**config.mk**
```make
export PLATFORM = sky130hd
export DESIGN_NAME = frame_awb
export DESIGN_NICKNAME = d
export VERILOG_FILES = /design/src/rtl/frame_awb.sv
export SDC_FILE = /design/constraint.sdc
export NUM_CORES = 2
export LEC_CHECK = 0
export BUFFER_PORTS_ARGS = -buffer_cell sky130_fd_sc_hd__buf_4
export CAP_MARGIN = 15
export CORE_MARGIN = 2
export CORE_UTILIZATION = 50
export CTS_BUF_LIST = sky130_fd_sc_hd__clkbuf_4
export DETAILED_ROUTE_END_ITERATION = 16
export GPL_TIMING_DRIVEN = 0
export PLACE_DENSITY = 0.67
export SLEW_MARGIN = 25
export SYNTH_ARGS = -nofsm -noshare
export SYNTH_HDL_FRONTEND = slang
export SYNTH_SLANG_ARGS = --single-unit
```
**constraint.sdc**
```tcl
create_clock -name i_clk -period 16.9 [get_ports i_clk]
set_input_delay 1.69 -clock i_clk [delete_from_list [all_inputs] [get_ports i_clk]]
set_output_delay 1.69 -clock i_clk [all_outputs]
set_load 0.03 [all_outputs]
```
**src/rtl/frame_awb.sv**
```systemverilog
// Per-channel RGB gain stage with saturation and gray-world auto white balance.
// Frame statistics feed a sequential restoring divider that runs during blanking.
`timescale 1ns/1ps
module frame_awb #(
    parameter int P_DW        = 8,
    parameter int P_GAIN_FRAC = 8,
    parameter int P_GAIN_W    = 10,
    parameter int P_ACC_W     = 32
) (
    input  logic                i_clk,
    input  logic                i_rst,
    input  logic [P_DW-1:0]     i_color_r,
    input  logic [P_DW-1:0]     i_color_g,
    input  logic [P_DW-1:0]     i_color_b,
    input  logic                i_pix_valid,
    input  logic                i_start_frame_flag,
    input  logic                i_end_frame_flag,
    input  logic                i_auto_en,
    input  logic [P_GAIN_W-1:0] i_gain_r,
    input  logic [P_GAIN_W-1:0] i_gain_g,
    input  logic [P_GAIN_W-1:0] i_gain_b,
    output logic [P_DW-1:0]     o_color_r,
    output logic [P_DW-1:0]     o_color_g,
    output logic [P_DW-1:0]     o_color_b,
    output logic                o_pix_valid,
    output logic [P_GAIN_W-1:0] o_gain_r,
    output logic [P_GAIN_W-1:0] o_gain_g,
    output logic [P_GAIN_W-1:0] o_gain_b,
    output logic                o_busy,
    output logic                o_stat_drop
);
    localparam int NUM_W  = P_ACC_W + P_GAIN_FRAC;
    localparam int PROD_W = P_DW + P_GAIN_W;
    localparam int CNT_W  = $clog2(NUM_W);

    localparam logic [P_GAIN_W-1:0] UNITY    = P_GAIN_W'(1 << P_GAIN_FRAC);
    localparam logic [PROD_W:0]     ROUND    = (PROD_W+1)'(1 << (P_GAIN_FRAC-1));
    localparam logic [CNT_W-1:0]    LAST_CNT = CNT_W'(NUM_W-1);

    localparam logic [1:0] S_IDLE  = 2'd0;
    localparam logic [1:0] S_DIV_R = 2'd1;
    localparam logic [1:0] S_DIV_B = 2'd2;
    localparam logic [1:0] S_UPD   = 2'd3;

    function automatic logic [P_ACC_W-1:0] sat_add(input logic [P_ACC_W-1:0] acc,
                                                   input logic [P_DW-1:0]    pix);
        logic [P_ACC_W:0] sum;
        sum = {1'b0, acc} + (P_ACC_W+1)'(pix);
        return sum[P_ACC_W] ? '1 : sum[P_ACC_W-1:0];
    endfunction

    function automatic logic [P_GAIN_W-1:0] clamp_gain(input logic [NUM_W-1:0] quo);
        return (|quo[NUM_W-1:P_GAIN_W]) ? '1 : quo[P_GAIN_W-1:0];
    endfunction

    logic [P_DW-1:0]     pix_in [3];
    logic [P_DW-1:0]     pix_out[3];
    logic [P_GAIN_W-1:0] gain_q [3], gain_d [3];
    logic [P_ACC_W-1:0]  acc_q  [3], acc_d  [3];

    logic [1:0]          state_q, state_d;
    logic [CNT_W-1:0]    cnt_q, cnt_d;
    logic [NUM_W-1:0]    num_q, num_d;
    logic [P_ACC_W-1:0]  rem_q, rem_d;
    logic [P_ACC_W-1:0]  den_q, den_d;
    logic [P_ACC_W-1:0]  snap_g_q, snap_g_d, snap_b_q, snap_b_d;
    logic [P_GAIN_W-1:0] res_r_q, res_r_d;
    logic [P_GAIN_W-1:0] pend_r_q, pend_r_d, pend_b_q, pend_b_d;
    logic                auto_q, auto_d;
    logic                in_frame_q, in_frame_d;
    logic                drop_q, drop_d;
    logic                valid1_q, valid2_q;

    assign pix_in[0] = i_color_r;
    assign pix_in[1] = i_color_g;
    assign pix_in[2] = i_color_b;

    // One restoring-division step: shift in the next dividend bit, subtract if it fits.
    logic [P_ACC_W:0] rem_sh, diff;
    logic             fits;
    logic [NUM_W-1:0] quo_nx;
    always_comb begin
        rem_sh = {rem_q, num_q[NUM_W-1]};
        diff   = rem_sh - {1'b0, den_q};
        fits   = rem_sh[P_ACC_W] | ~diff[P_ACC_W];
        quo_nx = {num_q[NUM_W-2:0], fits};
    end

    always_comb begin
        // NOTE: every always_comb target gets a default first so no latch is inferred.
        state_d    = state_q;
        cnt_d      = cnt_q;
        num_d      = num_q;
        rem_d      = rem_q;
        den_d      = den_q;
        snap_g_d   = snap_g_q;
        snap_b_d   = snap_b_q;
        res_r_d    = res_r_q;
        pend_r_d   = pend_r_q;
        pend_b_d   = pend_b_q;
        auto_d     = auto_q;
        in_frame_d = in_frame_q;
        drop_d     = 1'b0;
        acc_d      = acc_q;
        gain_d     = gain_q;

        case (state_q)
            S_DIV_R, S_DIV_B: begin
                num_d = quo_nx;
                rem_d = fits ? diff[P_ACC_W-1:0] : rem_sh[P_ACC_W-1:0];
                cnt_d = cnt_q + 1'b1;
                if (cnt_q == LAST_CNT) begin
                    cnt_d = '0;
                    if (state_q == S_DIV_R) begin
                        res_r_d = (den_q == '0) ? pend_r_q : clamp_gain(quo_nx);
                        num_d   = {snap_g_q, {P_GAIN_FRAC{1'b0}}};
                        den_d   = snap_b_q;
                        rem_d   = '0;
                        state_d = S_DIV_B;
                    end else begin
                        state_d = S_UPD;
                    end
                end
            end
            S_UPD: begin
                pend_r_d = res_r_q;
                pend_b_d = (den_q == '0) ? pend_b_q : clamp_gain(num_q);
                state_d  = S_IDLE;
            end
            default: ;
        endcase

        // End flag is handled before start so a coincident start sees a fresh frame.
        if (i_end_frame_flag) begin
            in_frame_d = 1'b0;
            for (int c = 0; c < 3; c++) acc_d[c] = '0;
            if (auto_q) begin
                if (state_q == S_IDLE) begin
                    num_d    = {acc_q[1], {P_GAIN_FRAC{1'b0}}};
                    den_d    = acc_q[0];
                    rem_d    = '0;
                    cnt_d    = '0;
                    snap_g_d = acc_q[1];
                    snap_b_d = acc_q[2];
                    state_d  = S_DIV_R;
                end else begin
                    drop_d = 1'b1;
                end
            end
        end

        if (i_start_frame_flag) begin
            in_frame_d = 1'b1;
            auto_d     = i_auto_en;
            for (int c = 0; c < 3; c++) acc_d[c] = i_pix_valid ? P_ACC_W'(pix_in[c]) : '0;
            if (i_auto_en) begin
                gain_d[0] = pend_r_d;
                gain_d[1] = UNITY;
                gain_d[2] = pend_b_d;
            end else begin
                gain_d[0] = i_gain_r;
                gain_d[1] = i_gain_g;
                gain_d[2] = i_gain_b;
            end
        end else if (in_frame_q && !i_end_frame_flag && i_pix_valid) begin
            for (int c = 0; c < 3; c++) acc_d[c] = sat_add(acc_q[c], pix_in[c]);
        end
    end

    always_ff @(posedge i_clk or posedge i_rst) begin
        if (i_rst) begin
            state_q    <= S_IDLE;
            cnt_q      <= '0;
            num_q      <= '0;
            rem_q      <= '0;
            den_q      <= '0;
            snap_g_q   <= '0;
            snap_b_q   <= '0;
            res_r_q    <= UNITY;
            pend_r_q   <= UNITY;
            pend_b_q   <= UNITY;
            auto_q     <= 1'b0;
            in_frame_q <= 1'b0;
            drop_q     <= 1'b0;
            for (int c = 0; c < 3; c++) begin
                gain_q[c] <= UNITY;
                acc_q[c]  <= '0;
            end
        end else begin
            // NOTE: sequential state uses non-blocking assignment so all registers update together.
            state_q    <= state_d;
            cnt_q      <= cnt_d;
            num_q      <= num_d;
            rem_q      <= rem_d;
            den_q      <= den_d;
            snap_g_q   <= snap_g_d;
            snap_b_q   <= snap_b_d;
            res_r_q    <= res_r_d;
            pend_r_q   <= pend_r_d;
            pend_b_q   <= pend_b_d;
            auto_q     <= auto_d;
            in_frame_q <= in_frame_d;
            drop_q     <= drop_d;
            gain_q     <= gain_d;
            acc_q      <= acc_d;
        end
    end

    always_ff @(posedge i_clk or posedge i_rst) begin
        if (i_rst) begin
            valid1_q <= 1'b0;
            valid2_q <= 1'b0;
        end else begin
            valid1_q <= i_pix_valid;
            valid2_q <= valid1_q;
        end
    end

    for (genvar c = 0; c < 3; c++) begin : g_chan
        logic [PROD_W-1:0] prod_q;
        logic [P_DW-1:0]   color_q;
        logic [PROD_W:0]   rnd;

        // Rounded quotient sits at bit P_GAIN_FRAC upward; any bit above the pixel width saturates.
        assign rnd = {1'b0, prod_q} + ROUND;

        always_ff @(posedge i_clk or posedge i_rst) begin
            if (i_rst) begin
                prod_q  <= '0;
                color_q <= '0;
            end else begin
                prod_q  <= PROD_W'(pix_in[c]) * PROD_W'(gain_q[c]);
                color_q <= (|rnd[PROD_W:P_GAIN_FRAC+P_DW]) ? '1
                                                          : rnd[P_GAIN_FRAC+P_DW-1:P_GAIN_FRAC];
            end
        end
        assign pix_out[c] = color_q;
    end

    assign o_color_r   = pix_out[0];
    assign o_color_g   = pix_out[1];
    assign o_color_b   = pix_out[2];
    assign o_pix_valid = valid2_q;
    assign o_gain_r    = gain_q[0];
    assign o_gain_g    = gain_q[1];
    assign o_gain_b    = gain_q[2];
    assign o_busy      = (state_q != S_IDLE);
    assign o_stat_drop = drop_q;
endmodule

```
After elaboration in Yosys (flattened, before gate mapping) --
Index checks and enable logic that the tools add are counted.
Storage, ports and cells: bits in registers 415, logic and storage cells 114, output and inout port bits 57, input bits 60
Cells by class: $add $sub $neg 8, mux-type cells 54, equal/unequal tests 4, bitwise operators 2, multiply operators 3, reduce and logical (&&, ||, !) cells 16
Operators with widths (count):
- $mux W32 | 16
- $mux W96 | 3
- $mux W40 | 6
- $add A32 B8 Y33 | 3
- $mux W10 | 6
- $reduce_or A30 Y1 | 2
- $add A18 B8 Y19 const B | 3
- $mul A8 B10 Y18 | 3
- $mux W8 | 6
- $sub A33 B32 Y33 | 1
- $logic_not A32 Y1 | 1
- $mux W30 | 1
- $mux W6 | 5
- $reduce_or A3 Y1 | 3
- $mux W2 | 4
- $add A6 B1 Y6 const B | 1
- $eq A6 B6 Y1 const B | 1
- $mux W1 | 6
- $reduce_and A3 Y1 | 2
- $eq A2 B2 Y1 const B | 2
- $pmux W2 S2 | 1
- $reduce_bool A2 Y1 | 2
- $reduce_bool A3 Y1 | 1
- $eq A2 B1 Y1 const B | 1
- other kinds (6) | 7

Logic depth before layout (Yosys ltp) --
depth in word-level cells 10, gate-level depth with buffers 20, mapped depth without buffers 19

Worst setup path after synthesis --
No wires, ideal clock.
kind input -> register, start point input port i_color_b[2], end point register g_chan[2].prod_q[17], data arrival time 6.012 ns, stages on the path 20, slack 10.809 ns, path buffers 1, path through clkbuf_1 -> and2_1 -> fa_1 -> inv_1 -> fa_1 -> inv_1 -> fa_1 -> inv_1 -> fa_1 -> inv_1 -> ha_1 -> or2_2 -> o22a_1 -> a31o_2 -> o211a_1 -> o21a_1 -> o21a_1 -> o21a_1 -> nor2_1 -> xnor2_1
Between the ends: cells in the longest elaborated chain, start to end 1
Ends and longest elaborated chain:
- from (decl) | line 14 | input logic [P_DW-1:0] i_color_b,
- $mul A8 B10 Y18 | line 232 | prod_q <= PROD_W'(pix_in[c]) * PROD_W'(gain_q[c]);
- to (signal assigned) | line 232
- to (decl) | line 220 | logic [PROD_W-1:0] prod_q;
No other way between the ends. A chain may end at the register's enable or synchronous reset.

Worst setup path in the final report --
Ends and elaborated chain as after synthesis.

==> flow_summary_export.csv <==
group,metric,value,unit
cells_and_area,mostFrequentLayoutCells,"sky130_fd_sc_hd__nand2_1 (433), sky130_fd_sc_hd__dfrtp_1 (388), sky130_fd_sc_hd__inv_1 (256)",
clocking,cts_setup_buffers,0,
cells_and_area,commonest_non_fill_non_tap_cell_in_the_layout,"sky130_fd_sc_hd__nand2_1",
detailed_routing,vias_per_cell,5.717,
clocking,clkLatencyLatePin,0.91,ns
floorplanning,design.core.area,53710,µm²
clocking,cts.sinks,394,
setup_path,timing.critical_path.required,17.68,ns
synthesis,post-synth-top-area-fraction,35.80,%
timing,finalSetupTns,0,ns
floorplanning,initial_core_util,50.50,%
cells_and_area,nets,3579,
synthesis,yosys_warnings,0,
synthesis,synth_cell_types,80,
detailed_routing,drt_drc_violations_left,0,
cells_and_area,post_route_cells_drive_above_1_share,10.66,%
synthesis,synth.area.top_cells,"sky130_fd_sc_hd__dfrtp_1 (36%), sky130_fd_sc_hd__fa_1 (11%), sky130_fd_sc_hd__ha_1 (7.8%)",
grt,via_count_of_the_first_global_routing_pass,23199,
setup_path,critPathMaxFanout,10,
grt,globalRouteMet3Util,5.129,%
synthesis,yosys_register_bits,394,
cells_and_area,fillCellCount,4883,
timing,hold_viol,0,
setup_path,worstSetupPathType,"in2reg",
pwr,power_density,117.9,nW/µm²
synthesis,yosys.area_share.adder,18.45,%
grt,grt_start_max_net_pins,104,
clocking,count_of_hold_fix_buffers_inserted_at_cts,0,
synthesis,proportion_of_register_bits_with_asynchronous_set_or_reset_after_synthesis,100.0,%
setup_path,cp_num_buf_inv,6,
timing,slew_viol_final,0,
grt,grt_first_pass_wirelength,119500,µm
worst_hold_path,timing.hold.worst.class,"reg2reg",
synthesis,post_synth_and_or_nand_nor_area_fraction,20.73,%
setup_path,slowest_stage,"sky130_fd_sc_hd__fa_1",
floorplanning,die_width,236.9,µm
detailed_routing,drt_pre_antenna_iters,7,
setup_path,crit_path_max_incr_delay,0.53,ns
synthesis,synth-compound-area-share,13.22,%
pwr,total_leakage_power,14.88,nW
detailed_routing,vias,22829,
clocking,htreeDepth,3,
timing,worst_hold_margin,0.3462,ns
floorplanning,fp.dieArea,56120,µm²
clocking,cells_resized_by_post_cts_repair,0,
timing,max_slew_margin,26.14,%
synthesis,synth_top_flop_cell,"sky130_fd_sc_hd__dfrtp_1",
grt,grt_usage,26.47,%
detailed_routing,drt-wirelength-per-cell,18.37,µm
synthesis,seq_area_frac_synth,36.38,%
clocking,root_buffer,"sky130_fd_sc_hd__clkbuf_4",
pwr,peakVddDrop,0.07477,mV
timing,rsz0062_at_grt,"false",
timing,setup_failing_eps_final,0,
placement,io_buffers,114,
floorplanning,number_of_top_level_pins,117,
timing,max_frequency,0.1724,GHz
detailed_routing,initialDrtViolationCount,1658,
timing,fin_worst_skew,0.06290,ns
synthesis,syn-num-nets,3351,
clocking,cts-buffers-inserted,108,
clocking,deepest_clock_path_buffer_count,3,
run_status,outcome,"finished, final reports clean",
job,cap_violations,0,
synthesis,post_synth_xor_area_fraction,2.842,%
floorplanning,die_y,236.9,µm
setup_path,crit_chain,"buf_4, clkbuf_1, and2_1, fa_1, inv_1, fa_1, inv_1, fa_1, inv_1, fa_1, inv_1, ha_1, nor4_1, o21ai_0, a31o_2, o211a_1, o21a_1, o21a_1, o21a_1, nor2_1, xnor2_1",
setup_path,cp-start-kind,"input port",
detailed_routing,postRouteWirelength,73330,µm
clocking,path_clk_slew,0.06,ns
grt,use_met1,35.44,%
setup_path,critical_path_arrival,6.58,ns
synthesis,mappedNetlistArea,27120,µm²
detailed_routing,antenna_left,0,
timing,max_slew.worst_pin.slew,1.099,ns
floorplanning,fp-row-count,85,
synthesis,yosys_top_cell_by_area,"sky130_fd_sc_hd__dfrtp_1",
placement,gpl.final_weighted_congestion,0.9204,
synthesis,yosys-mux-area-fraction,2.966,%
pwr,power.total,0.003593,W
synthesis,synth_enable_flop_cells,0,
setup_path,critPathCaptureType,"flop",
clocking,tritoncts,"done",
grt,grt-busiest-layer,"met2",
timing,finalCritPeriodShare,34.33,%
placement,dp_hpwl,54490,µm
synthesis,mean_syn_cell_area,9.108,µm²
grt,grt.met2_usage,42.73,%
setup_path,critical_path.top_delay_family,"adder cells",
cells_and_area,layout-area-overhead-vs-synth,12.34,%
cells_and_area,utilization,56.73,%
synthesis,synth_cells,2978,
grt,number_of_antenna_violations_at_the_first_check_in_global_routing,2,
timing,post-route-min-period,5.802,ns
synthesis,combinational_family_with_the_most_area_after_synthesis,"simple AND/OR/NAND/NOR gates",
grt,grt_overflow,0,
## synthesized netlist by cell type, types with 4 or more instances
cell type                  instances
sky130_fd_sc_hd__a41oi_1           5
sky130_fd_sc_hd__a22oi_1          31
sky130_fd_sc_hd__dfrtp_1         388
sky130_fd_sc_hd__nand4_1          24
sky130_fd_sc_hd__xnor2_1          46
sky130_fd_sc_hd__or3_1             9
sky130_fd_sc_hd__a221o_1          20
sky130_fd_sc_hd__fa_1            145
sky130_fd_sc_hd__o21a_1           25
sky130_fd_sc_hd__xor2_1           42
sky130_fd_sc_hd__o211ai_1          4
sky130_fd_sc_hd__nand2_1         433
sky130_fd_sc_hd__nor3_1           47
sky130_fd_sc_hd__or2_2             8
sky130_fd_sc_hd__inv_1           257
sky130_fd_sc_hd__and3_1           38
sky130_fd_sc_hd__clkbuf_1        113
sky130_fd_sc_hd__nor2b_1          24
sky130_fd_sc_hd__o221a_2           4
sky130_fd_sc_hd__mux2_2           11
sky130_fd_sc_hd__a31oi_1          78
sky130_fd_sc_hd__nor2_1          230
sky130_fd_sc_hd__o22a_1           13
sky130_fd_sc_hd__mux2i_1          68
sky130_fd_sc_hd__buf_1             7
sky130_fd_sc_hd__nor4_1           20
sky130_fd_sc_hd__dfstp_2           6
sky130_fd_sc_hd__and4_1           10
sky130_fd_sc_hd__ha_1            168
sky130_fd_sc_hd__a311oi_1         11
sky130_fd_sc_hd__a32oi_1           4
sky130_fd_sc_hd__and2_1          201
sky130_fd_sc_hd__o22ai_1          11
sky130_fd_sc_hd__a21boi_0          5
sky130_fd_sc_hd__nand2b_1         44
sky130_fd_sc_hd__a21oi_1         121
sky130_fd_sc_hd__a21o_1           21
sky130_fd_sc_hd__a41o_1            4
sky130_fd_sc_hd__a211o_1           8
sky130_fd_sc_hd__nand3_1          68
sky130_fd_sc_hd__o211a_1           5
sky130_fd_sc_hd__o21ai_0         114
sky130_fd_sc_hd__a211oi_1         24
sky130_fd_sc_hd__o31ai_1           4
## stage by stage
| step | area (µm²) | cells | setup slack (ns) |
|---|---|---|---|
| 6_report | 30470 | 3993 | 11.10 |
| 5_1_grt | 30470 | 3993 | 10.84 |
| 4_1_cts | 30460 | 3989 | 11.18 |
| 3_5_place_dp | 28970 | 3792 | 10.24 |
| 3_3_place_gp | 28850 | 3788 | 0.05597 |
| 2_1_floorplan | 27120 | 2978 | 4.266 |
## registers in the layout, summed over array words and instances (netlist names), 32 cells and up
register,flops
num_q,40
g_chan.prod_q,33
den_q,32
snap_g_q,32
rem_q,32
acc_q,96
snap_b_q,32
## layer usage
metal,share of wire (%),up-vias,wire length [µm]
li1,-,10626,-
met1,43,11229,31670
met3,7.1,154,5230
met5,0,-,0
met2,47,820,34150
met4,3.1,0,2288
## where the power goes
group | internal [W] | switching, W | total [W] | leakage [nW]
registers | 0.00111 | 0.000152 | 0.00127 | 5.07
logic | 0.000596 | 0.000796 | 0.00139 | 8.93
clock network | 0.000511 | 0.000423 | 0.000934 | 0.881
## final timing paths
check                                        start                              to  slack (ns)  cells past startpoint
setup / recovery                      i_color_b[2]  g_chan[2].prod_q[17]$_DFF_PP0_       11.10                     21
hold / removal                  valid1_q$_DFF_PP0_           o_pix_valid$_DFF_PP0_        0.35                      0
setup reg to reg           o_gain_b[5]$_DFFE_PP0P_  g_chan[2].prod_q[17]$_DFF_PP0_       11.77                     19
hold reg to reg                 valid1_q$_DFF_PP0_           o_pix_valid$_DFF_PP0_        0.35                      0
max in group asynchronous                    i_rst        snap_g_q[14]$_DFFE_PP0P_       14.84                      4
min in group asynchronous                    i_rst   g_chan[0].prod_q[7]$_DFF_PP0_        0.77                      2
## logic make-up after synthesis
| group | Yosys count |
|---|---|
| buffers and inverters | 385 |
| adder cells (fa/ha/maj) | 313 |
| multiplexers | 79 |
| flip-flops | 394 |
| AO/OA/AOI/OAI | 543 |
| XOR/XNOR | 88 |
| AND/OR/NAND/NOR | 1176 |
## cell type report
| class | count | area, µm² | share of cell area (%) |
|---|---|---|---|
| plain buffers | 127 | 499.2 | 1.639 |
| multi-input cells | 2199 | 15790 | 51.82 |
| diodes | 4 | 10.01 | 0.03285 |
| clock inverters | 29 | 230.2 | 0.7556 |
| inverters | 258 | 975.9 | 3.203 |
| repair buffers | 118 | 965.9 | 3.170 |
| well taps | 696 | 870.8 | 2.858 |
| clock buffers | 168 | 1261 | 4.139 |
| flip-flops and latches | 394 | 9867 | 32.38 |
No activity file was read; power rests on OpenSTA's default activity.
